[src/rtl/lpddr5_pkg.sv]
// Shared definitions for the LPDDR5 command scheduler: encodings, timing defaults, state types.
package lpddr5_pkg;

    localparam int unsigned ADDR_W   = 15;
    localparam int unsigned BUS_ID_W = 9;
    localparam int unsigned REG_NO_W = 8;
    localparam int unsigned PEND_W   = 4;

    // Timing defaults in clk cycles
    localparam int unsigned REFI_CYC_DEF     = 3900;
    localparam int unsigned RFC_CYC_DEF      = 280;
    localparam int unsigned RD_GAP_DEF       = 4;
    localparam int unsigned REG_GAP_DEF      = 10;
    localparam int unsigned MAX_POSTPONE_DEF = 8;

    // Command pin encodings
    localparam logic [ADDR_W-1:0] ADDR15_REFRESH = 15'h700f;
    localparam logic [ADDR_W-1:0] ADDR15_RDREG   = 15'h7e00;
    localparam logic [ADDR_W-1:0] ADDR15_WRREG   = 15'h7f00;
    localparam logic              CS0_REFRESH    = 1'b1;
    localparam logic              CS0_REG        = 1'b1;

    typedef enum logic [1:0] {
        StIdle,
        StRef,
        StRegWr2,
        StGap
    } sched_state_e;

    typedef enum logic [1:0] {
        GrNone,
        GrRef,
        GrReg,
        GrRd
    } grant_e;

    // First-cycle ADDR15 of a register command
    function automatic logic [ADDR_W-1:0] reg_cmd_addr(input logic wr,
                                                       input logic [REG_NO_W-1:0] reg_no);
        return (wr ? ADDR15_WRREG : ADDR15_RDREG) | {7'b0, reg_no};
    endfunction

endpackage

[src/rtl/lpddr5_cmd_sched_if.sv]
// Request/command bundle between requesters, scheduler and the channel command pins.
interface lpddr5_cmd_sched_if;
    import lpddr5_pkg::*;

    logic                rd_valid;
    logic                rd_ready;
    logic [ADDR_W-1:0]   rd_addr;
    logic [BUS_ID_W-1:0] rd_busID;

    logic                reg_valid;
    logic                reg_ready;
    logic                reg_wr;
    logic [REG_NO_W-1:0] reg_no;
    logic [7:0]          reg_data;

    logic                cmd_valid;
    logic                cmd_CS0;
    logic [ADDR_W-1:0]   cmd_ADDR15;
    logic [BUS_ID_W-1:0] cmd_busID;
    logic                cmd_is_read;
    logic [PEND_W-1:0]   ref_pending;
    logic                ref_busy;

    // Requester / observer side
    modport master (
        output rd_valid, rd_addr, rd_busID, reg_valid, reg_wr, reg_no, reg_data,
        input  rd_ready, reg_ready, cmd_valid, cmd_CS0, cmd_ADDR15, cmd_busID, cmd_is_read,
               ref_pending, ref_busy
    );

    // Scheduler side
    modport slave (
        input  rd_valid, rd_addr, rd_busID, reg_valid, reg_wr, reg_no, reg_data,
        output rd_ready, reg_ready, cmd_valid, cmd_CS0, cmd_ADDR15, cmd_busID, cmd_is_read,
               ref_pending, ref_busy
    );

endinterface

[src/rtl/lpddr5_ref_timer.sv]
// Refresh interval timer with a saturating count of refreshes still owed.
module lpddr5_ref_timer
    import lpddr5_pkg::*;
#(
    parameter int unsigned REFI_CYC     = REFI_CYC_DEF,
    parameter int unsigned MAX_POSTPONE = MAX_POSTPONE_DEF
) (
    input  logic              clk,
    input  logic              rst,
    input  logic              dec_i,
    output logic [PEND_W-1:0] pending_o
);

    localparam int unsigned TimerW = $clog2(REFI_CYC + 1);
    localparam logic [TimerW-1:0] Reload  = TimerW'(REFI_CYC - 1);
    localparam logic [PEND_W-1:0] PendMax = PEND_W'(MAX_POSTPONE);

    logic [TimerW-1:0] timer_q, timer_d;
    logic [PEND_W-1:0] pend_q, pend_d;
    logic              due;

    assign due       = (timer_q == '0);
    assign pending_o = pend_q;

    // Next timer value and pending count; a due event and a refresh issue cancel out
    always_comb begin
        timer_d = due ? Reload : timer_q - TimerW'(1);
        pend_d  = pend_q;
        case ({due, dec_i})
            2'b10: if (pend_q != PendMax) pend_d = pend_q + PEND_W'(1);
            2'b01: if (pend_q != '0)      pend_d = pend_q - PEND_W'(1);
            default: ;
        endcase
    end

    // Timer and pending registers
    always_ff @(posedge clk or negedge rst) begin
        if (!rst) begin
            timer_q <= Reload;
            pend_q  <= '0;
        end else begin
            timer_q <= timer_d;
            pend_q  <= pend_d;
        end
    end

endmodule

[src/rtl/lpddr5_cmd_sched.sv]
// Arbitrates refresh, register and read requests onto one registered command slot per clock.
module lpddr5_cmd_sched
    import lpddr5_pkg::*;
#(
    parameter int unsigned REFI_CYC     = REFI_CYC_DEF,
    parameter int unsigned RFC_CYC      = RFC_CYC_DEF,
    parameter int unsigned RD_GAP       = RD_GAP_DEF,
    parameter int unsigned REG_GAP      = REG_GAP_DEF,
    parameter int unsigned MAX_POSTPONE = MAX_POSTPONE_DEF
) (
    input logic                clk,
    input logic                rst,
    lpddr5_cmd_sched_if.slave  bus
);

    localparam int unsigned CntMaxA = (RFC_CYC > REG_GAP) ? RFC_CYC : REG_GAP;
    localparam int unsigned CntMax  = (CntMaxA > RD_GAP) ? CntMaxA : RD_GAP;
    localparam int unsigned CntW    = $clog2(CntMax + 1);
    localparam logic [PEND_W-1:0] PendMax = PEND_W'(MAX_POSTPONE);

    sched_state_e        state_q, state_d;
    logic [CntW-1:0]     cnt_q, cnt_d;
    logic [7:0]          wr_data_q, wr_data_d;
    logic                cmd_valid_q, cmd_valid_d;
    logic                cmd_cs0_q, cmd_cs0_d;
    logic [ADDR_W-1:0]   cmd_addr_q, cmd_addr_d;
    logic [BUS_ID_W-1:0] cmd_bus_id_q, cmd_bus_id_d;
    logic                cmd_is_read_q, cmd_is_read_d;
    logic [PEND_W-1:0]   pending;
    grant_e              grant;

    lpddr5_ref_timer #(
        .REFI_CYC     (REFI_CYC),
        .MAX_POSTPONE (MAX_POSTPONE)
    ) u_ref_timer (
        .clk       (clk),
        .rst       (rst),
        .dec_i     (grant == GrRef),
        .pending_o (pending)
    );

    // Fixed-priority arbitration, only while idle; a full postpone budget beats everything
    always_comb begin
        grant = GrNone;
        if (state_q == StIdle) begin
            if (pending == PendMax)  grant = GrRef;
            else if (bus.reg_valid)  grant = GrReg;
            else if (bus.rd_valid)   grant = GrRd;
            else if (pending != '0)  grant = GrRef;
        end
    end

    // Ready is forced low while reset is held so nothing can fire during reset
    assign bus.rd_ready  = rst && (grant == GrRd);
    assign bus.reg_ready = rst && (grant == GrReg);

    // FSM next state and next command slot; slots default to empty
    always_comb begin
        state_d       = state_q;
        cnt_d         = cnt_q;
        wr_data_d     = wr_data_q;
        cmd_valid_d   = 1'b0;
        cmd_cs0_d     = 1'b0;
        cmd_addr_d    = '0;
        cmd_bus_id_d  = '0;
        cmd_is_read_d = 1'b0;
        unique case (state_q)
            StIdle: begin
                unique case (grant)
                    GrRef: begin
                        cmd_valid_d = 1'b1;
                        cmd_cs0_d   = CS0_REFRESH;
                        cmd_addr_d  = ADDR15_REFRESH;
                        state_d     = StRef;
                        cnt_d       = CntW'(RFC_CYC - 1);
                    end
                    GrReg: begin
                        cmd_valid_d = 1'b1;
                        cmd_cs0_d   = CS0_REG;
                        cmd_addr_d  = reg_cmd_addr(bus.reg_wr, bus.reg_no);
                        if (bus.reg_wr) begin
                            state_d   = StRegWr2;
                            wr_data_d = bus.reg_data;
                        end else begin
                            state_d = StGap;
                            cnt_d   = CntW'(REG_GAP - 1);
                        end
                    end
                    GrRd: begin
                        cmd_valid_d   = 1'b1;
                        cmd_addr_d    = bus.rd_addr;
                        cmd_bus_id_d  = bus.rd_busID;
                        cmd_is_read_d = 1'b1;
                        state_d       = StGap;
                        cnt_d         = CntW'(RD_GAP - 1);
                    end
                    default: ;
                endcase
            end
            StRegWr2: begin
                // Data cycle of a register write; the gap counts from here
                cmd_valid_d = 1'b1;
                cmd_addr_d  = {7'b0, wr_data_q};
                state_d     = StGap;
                cnt_d       = CntW'(REG_GAP - 1);
            end
            StRef, StGap: begin
                if (cnt_q == '0) state_d = StIdle;
                else             cnt_d   = cnt_q - CntW'(1);
            end
            default: state_d = StIdle;
        endcase
    end

    // State and registered command outputs; reset aborts any command in flight
    always_ff @(posedge clk or negedge rst) begin
        if (!rst) begin
            state_q       <= StIdle;
            cnt_q         <= '0;
            wr_data_q     <= '0;
            cmd_valid_q   <= 1'b0;
            cmd_cs0_q     <= 1'b0;
            cmd_addr_q    <= '0;
            cmd_bus_id_q  <= '0;
            cmd_is_read_q <= 1'b0;
        end else begin
            state_q       <= state_d;
            cnt_q         <= cnt_d;
            wr_data_q     <= wr_data_d;
            cmd_valid_q   <= cmd_valid_d;
            cmd_cs0_q     <= cmd_cs0_d;
            cmd_addr_q    <= cmd_addr_d;
            cmd_bus_id_q  <= cmd_bus_id_d;
            cmd_is_read_q <= cmd_is_read_d;
        end
    end

    assign bus.cmd_valid   = cmd_valid_q;
    assign bus.cmd_CS0     = cmd_cs0_q;
    assign bus.cmd_ADDR15  = cmd_addr_q;
    assign bus.cmd_busID   = cmd_bus_id_q;
    assign bus.cmd_is_read = cmd_is_read_q;
    assign bus.ref_pending = pending;
    assign bus.ref_busy    = (state_q == StRef);

endmodule

[src/flat_wrapper.sv]
// flat-port wrapper written by rule: the top's interface ports become plain ports
module lpddr5_cmd_sched_flat import lpddr5_pkg::*;
#(
    parameter int unsigned REFI_CYC     = REFI_CYC_DEF,
    parameter int unsigned RFC_CYC      = RFC_CYC_DEF,
    parameter int unsigned RD_GAP       = RD_GAP_DEF,
    parameter int unsigned REG_GAP      = REG_GAP_DEF,
    parameter int unsigned MAX_POSTPONE = MAX_POSTPONE_DEF
)
  (clk, rst, bus_rd_valid, bus_rd_addr, bus_rd_busID, bus_reg_valid, bus_reg_wr, bus_reg_no, bus_reg_data, bus_rd_ready, bus_reg_ready, bus_cmd_valid, bus_cmd_CS0, bus_cmd_ADDR15, bus_cmd_busID, bus_cmd_is_read, bus_ref_pending, bus_ref_busy);
  lpddr5_cmd_sched_if bus_i ();
  input logic clk;
  input logic rst;
  input wire logic [$bits(bus_i.rd_valid)-1:0] bus_rd_valid;
  input wire logic [$bits(bus_i.rd_addr)-1:0] bus_rd_addr;
  input wire logic [$bits(bus_i.rd_busID)-1:0] bus_rd_busID;
  input wire logic [$bits(bus_i.reg_valid)-1:0] bus_reg_valid;
  input wire logic [$bits(bus_i.reg_wr)-1:0] bus_reg_wr;
  input wire logic [$bits(bus_i.reg_no)-1:0] bus_reg_no;
  input wire logic [$bits(bus_i.reg_data)-1:0] bus_reg_data;
  output wire logic [$bits(bus_i.rd_ready)-1:0] bus_rd_ready;
  output wire logic [$bits(bus_i.reg_ready)-1:0] bus_reg_ready;
  output wire logic [$bits(bus_i.cmd_valid)-1:0] bus_cmd_valid;
  output wire logic [$bits(bus_i.cmd_CS0)-1:0] bus_cmd_CS0;
  output wire logic [$bits(bus_i.cmd_ADDR15)-1:0] bus_cmd_ADDR15;
  output wire logic [$bits(bus_i.cmd_busID)-1:0] bus_cmd_busID;
  output wire logic [$bits(bus_i.cmd_is_read)-1:0] bus_cmd_is_read;
  output wire logic [$bits(bus_i.ref_pending)-1:0] bus_ref_pending;
  output wire logic [$bits(bus_i.ref_busy)-1:0] bus_ref_busy;
  assign bus_i.rd_valid = bus_rd_valid;
  assign bus_i.rd_addr = bus_rd_addr;
  assign bus_i.rd_busID = bus_rd_busID;
  assign bus_i.reg_valid = bus_reg_valid;
  assign bus_i.reg_wr = bus_reg_wr;
  assign bus_i.reg_no = bus_reg_no;
  assign bus_i.reg_data = bus_reg_data;
  assign bus_rd_ready = bus_i.rd_ready;
  assign bus_reg_ready = bus_i.reg_ready;
  assign bus_cmd_valid = bus_i.cmd_valid;
  assign bus_cmd_CS0 = bus_i.cmd_CS0;
  assign bus_cmd_ADDR15 = bus_i.cmd_ADDR15;
  assign bus_cmd_busID = bus_i.cmd_busID;
  assign bus_cmd_is_read = bus_i.cmd_is_read;
  assign bus_ref_pending = bus_i.ref_pending;
  assign bus_ref_busy = bus_i.ref_busy;
  lpddr5_cmd_sched #(.REFI_CYC(REFI_CYC), .RFC_CYC(RFC_CYC), .RD_GAP(RD_GAP), .REG_GAP(REG_GAP), .MAX_POSTPONE(MAX_POSTPONE)) u_core (.clk(clk), .rst(rst), .bus(bus_i));
endmodule
[config.mk]
export PLATFORM = sky130hd
export DESIGN_NAME = lpddr5_cmd_sched_flat
export DESIGN_NICKNAME = d
export VERILOG_FILES = /design/src/rtl/lpddr5_pkg.sv /design/src/rtl/lpddr5_cmd_sched_if.sv /design/src/rtl/lpddr5_ref_timer.sv /design/src/rtl/lpddr5_cmd_sched.sv /design/src/flat_wrapper.sv
export SDC_FILE = /design/constraint.sdc
export NUM_CORES = 1
export LEC_CHECK = 0
export BUFFER_PORTS_ARGS = -buffer_cell sky130_fd_sc_hd__buf_2
export CAP_MARGIN = 15
export CORE_UTILIZATION = 46
export DETAILED_ROUTE_END_ITERATION = 10
export GPL_ROUTABILITY_DRIVEN = 0
export PLACE_DENSITY = 0.71
export SETUP_SLACK_MARGIN = 0.4
export SLEW_MARGIN = 30
export SYNTH_ARGS = -nofsm -noshare
export SYNTH_HDL_FRONTEND = slang
export SYNTH_SLANG_ARGS = --single-unit
export TNS_END_PERCENT = 10
[constraint.sdc]
create_clock -name clk -period 3.55 [get_ports clk]
set_input_delay 0.71 -clock clk [delete_from_list [all_inputs] [get_ports clk]]
set_output_delay 0.71 -clock clk [all_outputs]
set_load 0.005 [all_outputs]
After elaboration in Yosys (flattened, before gate mapping)
Index checks and enable logic that the tools add are counted.

Bits in latches: 0. Flip-flop bits (word level): 62. Bits in writable memories: 0. Bits in read-only memories: 0. Memories kept: 0. Output and inout port bits: 34.

Multiply operators: 0. Shifts and indexed selects: 0. Reduce and logical (&&, ||, !) cells: 14. Add/sub/neg operators: 4. Order comparisons: 0. Multiplexer cells: 28. Bitwise operators: 1. Divide/modulo/power cells: 0. Equal/unequal tests: 16.

Operators by type and width (count): 9-bit case mux with 3 select lines (2); 9-bit two-way mux (5); 15-bit case mux with 3 select lines (1); 15-bit case mux with 2 select lines (1); 15-bit by 8-bit bitwise OR with 15-bit output (1); 12-bit logical NOT (1); 12-bit two-way mux (1); 2-bit case mux with 3 select lines (2); 12-bit by 1-bit subtractor with 12-bit output, second input constant (1); 2-bit == test, second input constant (5); 2-bit two-way mux (5); 9-bit logical NOT (1); 3-bit AND reduction (3); 9-bit by 1-bit subtractor with 9-bit output, second input constant (1); 4-bit two-way mux (2); 4-bit != test, second input constant (2); 4-bit case mux with 2 select lines (1); 1-bit two-way mux (7); 2-bit by 1-bit == test with 1-bit output, second input constant (3); 4-bit by 1-bit adder with 4-bit output, second input constant (1); 4-bit == test, second input constant (1); 2-bit by 1-bit != test with 1-bit output, second input constant (2); 2-bit != test, second input constant (2); 4-bit nonzero test (1); other kinds (9) (11).

Longest topological paths before layout
Depth after elaboration: 10. Depth in mapped cells: 12. Depth with buffers taken out: 12.

By module
A second synthesis with hierarchy kept.

Cells, all modules: 295. Area total of the unflattened synthesis: 3110.5 um2.

Modules (own cells, without submodules): lpddr5_cmd_sched (sequential area each 1151.1 um2, times used 1, cells each 201, area an instance 2183.3 um2); lpddr5_ref_timer (sequential area each 411.6 um2, times used 1, cells each 94, area an instance 927.1 um2).

Worst setup path after synthesis
OpenSTA, ideal clock, no wires.

Path type: reg2reg. Start: register u_core.u_ref_timer.pend_q[1], in the netlist u_core.u_ref_timer.pending_o[1]. End: register u_core.cnt_q[2]. Library setup time: 0.127 ns. Clock period less this slack: 3.139 ns. Arrival: 3.013 ns. Stages on the path, launching flop included: 10. Setup slack: 0.411 ns. Path buffers: 1. Cell sequence: dfrtp_1 -> clkbuf_1 -> or4b_2 -> o211ai_1 -> inv_1 -> ha_1 -> or2_2 -> a21oi_1 -> a21oi_1 -> o2bb2a_1.

Word-level cells in the longest chain between the ends: 9.

RTL lines: from (decl) (RTL line lpddr5_ref_timer.sv:19) `logic [PEND_W-1:0] pend_q, pend_d;`; from (signal assigned) (RTL line lpddr5_ref_timer.sv:43) `pend_q <= pend_d;`; 4-bit nonzero test (RTL line lpddr5_cmd_sched.sv:49) `else if (pending != '0) grant = GrRef;`; 1-bit two-way mux (RTL line lpddr5_cmd_sched.sv:49); 2-bit two-way mux (RTL line lpddr5_cmd_sched.sv:48) `else if (bus.rd_valid) grant = GrRd;`; 2-bit two-way mux (RTL line lpddr5_cmd_sched.sv:47) `else if (bus.reg_valid) grant = GrReg;`; 2-bit two-way mux * (RTL line lpddr5_cmd_sched.sv:46) `if (pending == PendMax) grant = GrRef;`; 2-bit two-way mux * (RTL line lpddr5_cmd_sched.sv:45) `if (state_q == StIdle) begin`; 2-bit == test / 2-bit by 1-bit == test with 1-bit output (equally long branches) (RTL line lpddr5_cmd_sched.sv:69) `unique case (grant)`; 9-bit case mux with 3 select lines (tied with other cells) (RTL line lpddr5_cmd_sched.sv:69); 9-bit case mux with 3 select lines / 3-bit AND reduction (equally long branches); to (signal assigned) (RTL line lpddr5_cmd_sched.sv:128) `cnt_q <= cnt_d;`; to (decl) (RTL line lpddr5_cmd_sched.sv:22) `logic [CntW-1:0] cnt_q, cnt_d;`.

Mark *: on every way between the ends. The rest lies on a longest branch, timed or not. A chain may end at the register's enable or synchronous reset.

Worst setup path after layout
Start: register u_core.u_ref_timer.pend_q[2], in the netlist u_core.u_ref_timer.pending_o[2]. End: output bus_reg_ready.

Word-level cells in the longest chain between the ends: 8.

RTL lines: 4-bit nonzero test (RTL line lpddr5_cmd_sched.sv:49); 1-bit two-way mux (RTL line lpddr5_cmd_sched.sv:49); 2-bit two-way mux (RTL line lpddr5_cmd_sched.sv:48); 2-bit two-way mux (RTL line lpddr5_cmd_sched.sv:47); 2-bit two-way mux * (RTL line lpddr5_cmd_sched.sv:46); 2-bit two-way mux * (RTL line lpddr5_cmd_sched.sv:45); 2-bit == test * (RTL line lpddr5_cmd_sched.sv:55) `assign bus.reg_ready = rst && (grant == GrReg);`; 1-bit logical AND * (RTL line lpddr5_cmd_sched.sv:55); to (decl) (RTL line flat_wrapper.sv:22) `output wire logic [$bits(bus_i.reg_ready)-1:0] bus_reg_ready;`.

Marks and branches as above.

==> flow_summary.toml <==
[setup_path]
timing.reg2reg.worst_path_depth = 11
worstSetupStartpoint = "u_core.u_ref_timer.pending_o[2]$_DFFE_PN0P_"
reg2reg_setup_slack_ns = 0.55
setup.worst_path.end = "bus_reg_ready"
worstSetupPathType = "reg2out"
r2r-end = "u_core.u_ref_timer.pending_o[2]$_DFFE_PN0P_"
critPathRequiredTime_ns = 2.84
r2r-start = "u_core.u_ref_timer.pending_o[2]$_DFFE_PN0P_"
startpoint_type = "register"
end_kind = "output pin"
cp_max_fo = 7
critPathArrivalTime_ns = 2.39

[placement]
dp_slack_ns = 0.4127
io_buffers = 78
hpwl_um = 4851

[clocking]
cts_tree = "built"
clk_latency_ns = 0.34
ctsHoldBuffers = 0
cts.clk_slew.worst_paths_ns = 0.07
cts_buffers = 9
numClockSinks = 62
clockBufferDepth = 2
root_buffer = "clkbuf_8"
htreeDepth = 3

[sta]
setup_violations = 0
tns_ns = 0
slew_viol_final = 0
period_share_pct = 87.31
relSlewSlack_pct = 55.87
hold_violations = 0
fin_worst_skew_ns = 0.008987
timing.fmax_ghz = 0.3226
tightest_slew_ns = 0.6595
worst_slack_ns = 0.4505
finalCriticalPeriod_ns = 3.100
grt_setup_unrepaired = "yes"

[pwr]
power_density_mw_per_mm2 = 379.6
power_mw = 1.414
ir_drop_mv = 0.2407
static-leakage-power_nw = 1.874

[synth]
synth_edf_count = 0
ys.flop_type = "dfrtp_1"
yosys.cell_types.count = 45
synth-simple-area-share_pct = 18.14
syn-cell-area_mm2 = 0.002945
synth_compound_area_share_pct = 13.55
ys_warn_count = 0
synth_mux_area_share_pct = 3.823
synth_xor_xnor_area_share_pct = 4.163
postSynth.asyncResetShare_pct = 100.0
ys_top_cells_by_count = "dfrtp_1 (53), nand2_1 (31), nor2_1 (16)"
synth-seq-area-share_pct = 53.06
synth_fa_ha_area_share_pct = 4.673
postSynthCellCount = 279
yosysTopAreaCell = "dfrtp_1"
yosys_register_bits = 62
avgSynthCellArea_um2 = 10.56
synth.most_common_cell = "dfrtp_1"
synth.top_cells.by_area = "dfrtp_1 (45%), dfstp_2 (8.0%), ha_1 (4.7%)"
synth_top_family_by_area = "simple AND/OR/NAND/NOR gates"
synthesis.nets = 335
synth_top_area_share_pct = 45.03

[cells_and_area]
drive_gt1_share_pct = 36.51
multi_input_area_mm2 = 0.001319
area_growth_pct = 26.51
fin_util_pct = 61.48
nNetsFinal = 429
n_fill_cell = 541
antenna_cells = 0
regArea_mm2 = 0.001567

[die]
core_area_mm2 = 0.006061
ioPinCount = 79
fp.dieW_um = 82.02
rows = 28
floorplan.initialDensity_pct = 48.60
die_area_mm2 = 0.006726
die_h_um = 82.02

[global_route]
grtUsageMet1_pct = 28.96
grt-busiest-layer = "met2"
met3_usage_pct = 5.889
gr-total-overflow = 0
grt_pass1_wl_um = 11010
grt_max_degree = 33
grt_antenna_before_repair = 0
grt_usage_pct = 22.35
use_met2_pct = 34.21
grt_pass1_vias = 2389

[detailed_routing]
wl_um = 6743
drc = 0
vias = 2472
drtPass1Iterations = 4
drtAntennaViolNets = 0
post_drt_wl_per_cell_um = 14.89
drt_iter0_markers = 109
avgViaCountPerCell = 5.457

[job]
max_cap_violations = 0

[status]
status = "finished, final reports clean"

[worst_hold_path]
timing.hold.worst.class = "in2async"
[state kept, by name, indices dropped and copies added (netlist names)]
| signal | cells |
|---|---|
| u_core.u_ref_timer.timer_q | 12 |
| u_core.bus.cmd_valid | 1 |
| u_core.bus.cmd_busID | 9 |
| u_core.state_q | 2 |
| u_core.cnt_q | 9 |
| u_core.u_ref_timer.pending_o | 4 |
| u_core.bus.cmd_ADDR15 | 15 |
| u_core.bus.cmd_CS0 | 1 |
| u_core.wr_data_q | 8 |
| u_core.bus.cmd_is_read | 1 |
[stage by stage]
step | hold slack [ns] | cell area [um^2] | cells
after floorplan | 0.4144 | 2945 | 279
after detailed placement | 0.4612 | 3473 | 433
after CTS | 0.1699 | 3695 | 449
after global placement | 0.4451 | 3473 | 433
after global routing | 0.1551 | 3726 | 453
final | 0.1740 | 3726 | 453
[per-layer routing]
layer	part of all wire, %	vias to the layer above
met2	46	99
li1	-	1180
met5	0	-
met1	45	1173
met3	6.7	20
met4	2.5	0
[power by group]
group	leakage, nW	internal [mW]	switching (mW)	total, mW
sequential	0.790	0.707	0	0.707
combinational	0.976	0.0190	0.0222	0.0412
clock	0.107	0.392	0.274	0.666
[layout make-up]
cell class	count	share of cell area [%]
sequential	62	42.04
timing repair buffer	93	13.50
tap	75	2.518
multi-input combinational	197	35.39
clock inverter	5	2.015
inverter	10	1.007
clock buffer	11	3.526
[how the worst min path moves through the flow]
stage / end / slack [ns]
detailed placement: u_core.u_ref_timer.timer_q[0]$_DFF_PN1_ / 0.46
global route: u_core.wr_data_q[4]$_DFFE_PN0P_ / 0.16
floorplan: u_core.bus.cmd_ADDR15[0]$_DFF_PN0_ / 0.41
global placement: u_core.u_ref_timer.timer_q[0]$_DFF_PN1_ / 0.45
CTS: u_core.wr_data_q[4]$_DFFE_PN0P_ / 0.17
finish: u_core.wr_data_q[4]$_DFFE_PN0P_ / 0.17
[logic make-up (layout without fill, tap and decap cells)]
kind of cell | Yosys count | after routing
simple gates | 102 | 102
fa+ha+maj | 11 | 11
compound gates | 60 | 60
mux | 10 | 10
flops | 62 | 62
xor+xnor | 14 | 14
buf+inv | 20 | 119
[layout by cell type, fill, tap and decap left out, types with 3 or more instances in the layout]
cell type / n
nand2b_1: 5
nand4b_1: 3
dfrtp_2: 3
and3_1: 9
nor4_1: 6
nor2_1: 15
ha_1: 9
clkinv_2: 3
dfrtp_1: 50
a221oi_1: 4
a21boi_0: 3
nor3_1: 6
clkbuf_8: 9
nand2_1: 31
inv_1: 10
dfstp_2: 9
nand3b_1: 3
buf_4: 15
nand3_1: 6
or2_2: 3
mux2_2: 10
a211oi_1: 4
a22o_1: 4
a21oi_1: 15
xor2_1: 5
xnor2_1: 9
and2_1: 4
o21ai_0: 9
or3_1: 3
buf_2: 78
a22oi_1: 5
a31oi_1: 3
[worst max-delay path, stage by stage, from the launching register on]
cell and delay, ns:
dfrtp_2 0.43, or4b_2 0.71, o21a_1 0.16, nor2_4 0.14, inv_1 0.10, ha_2 0.23, and2_1 0.16, buf_2 0.12
[what timing repair did]
| item | CTS | global route |
|---|---|---|
| pin swaps | 0 | 0 |
| buffers inserted | 0 | 4 |
| endpoints found under the setup margin | 3 | 4 |
| hold endpoints to repair | 0 | 0 |
| resized for setup | 6 | 1 |
(Power assumes the default switching activity.)
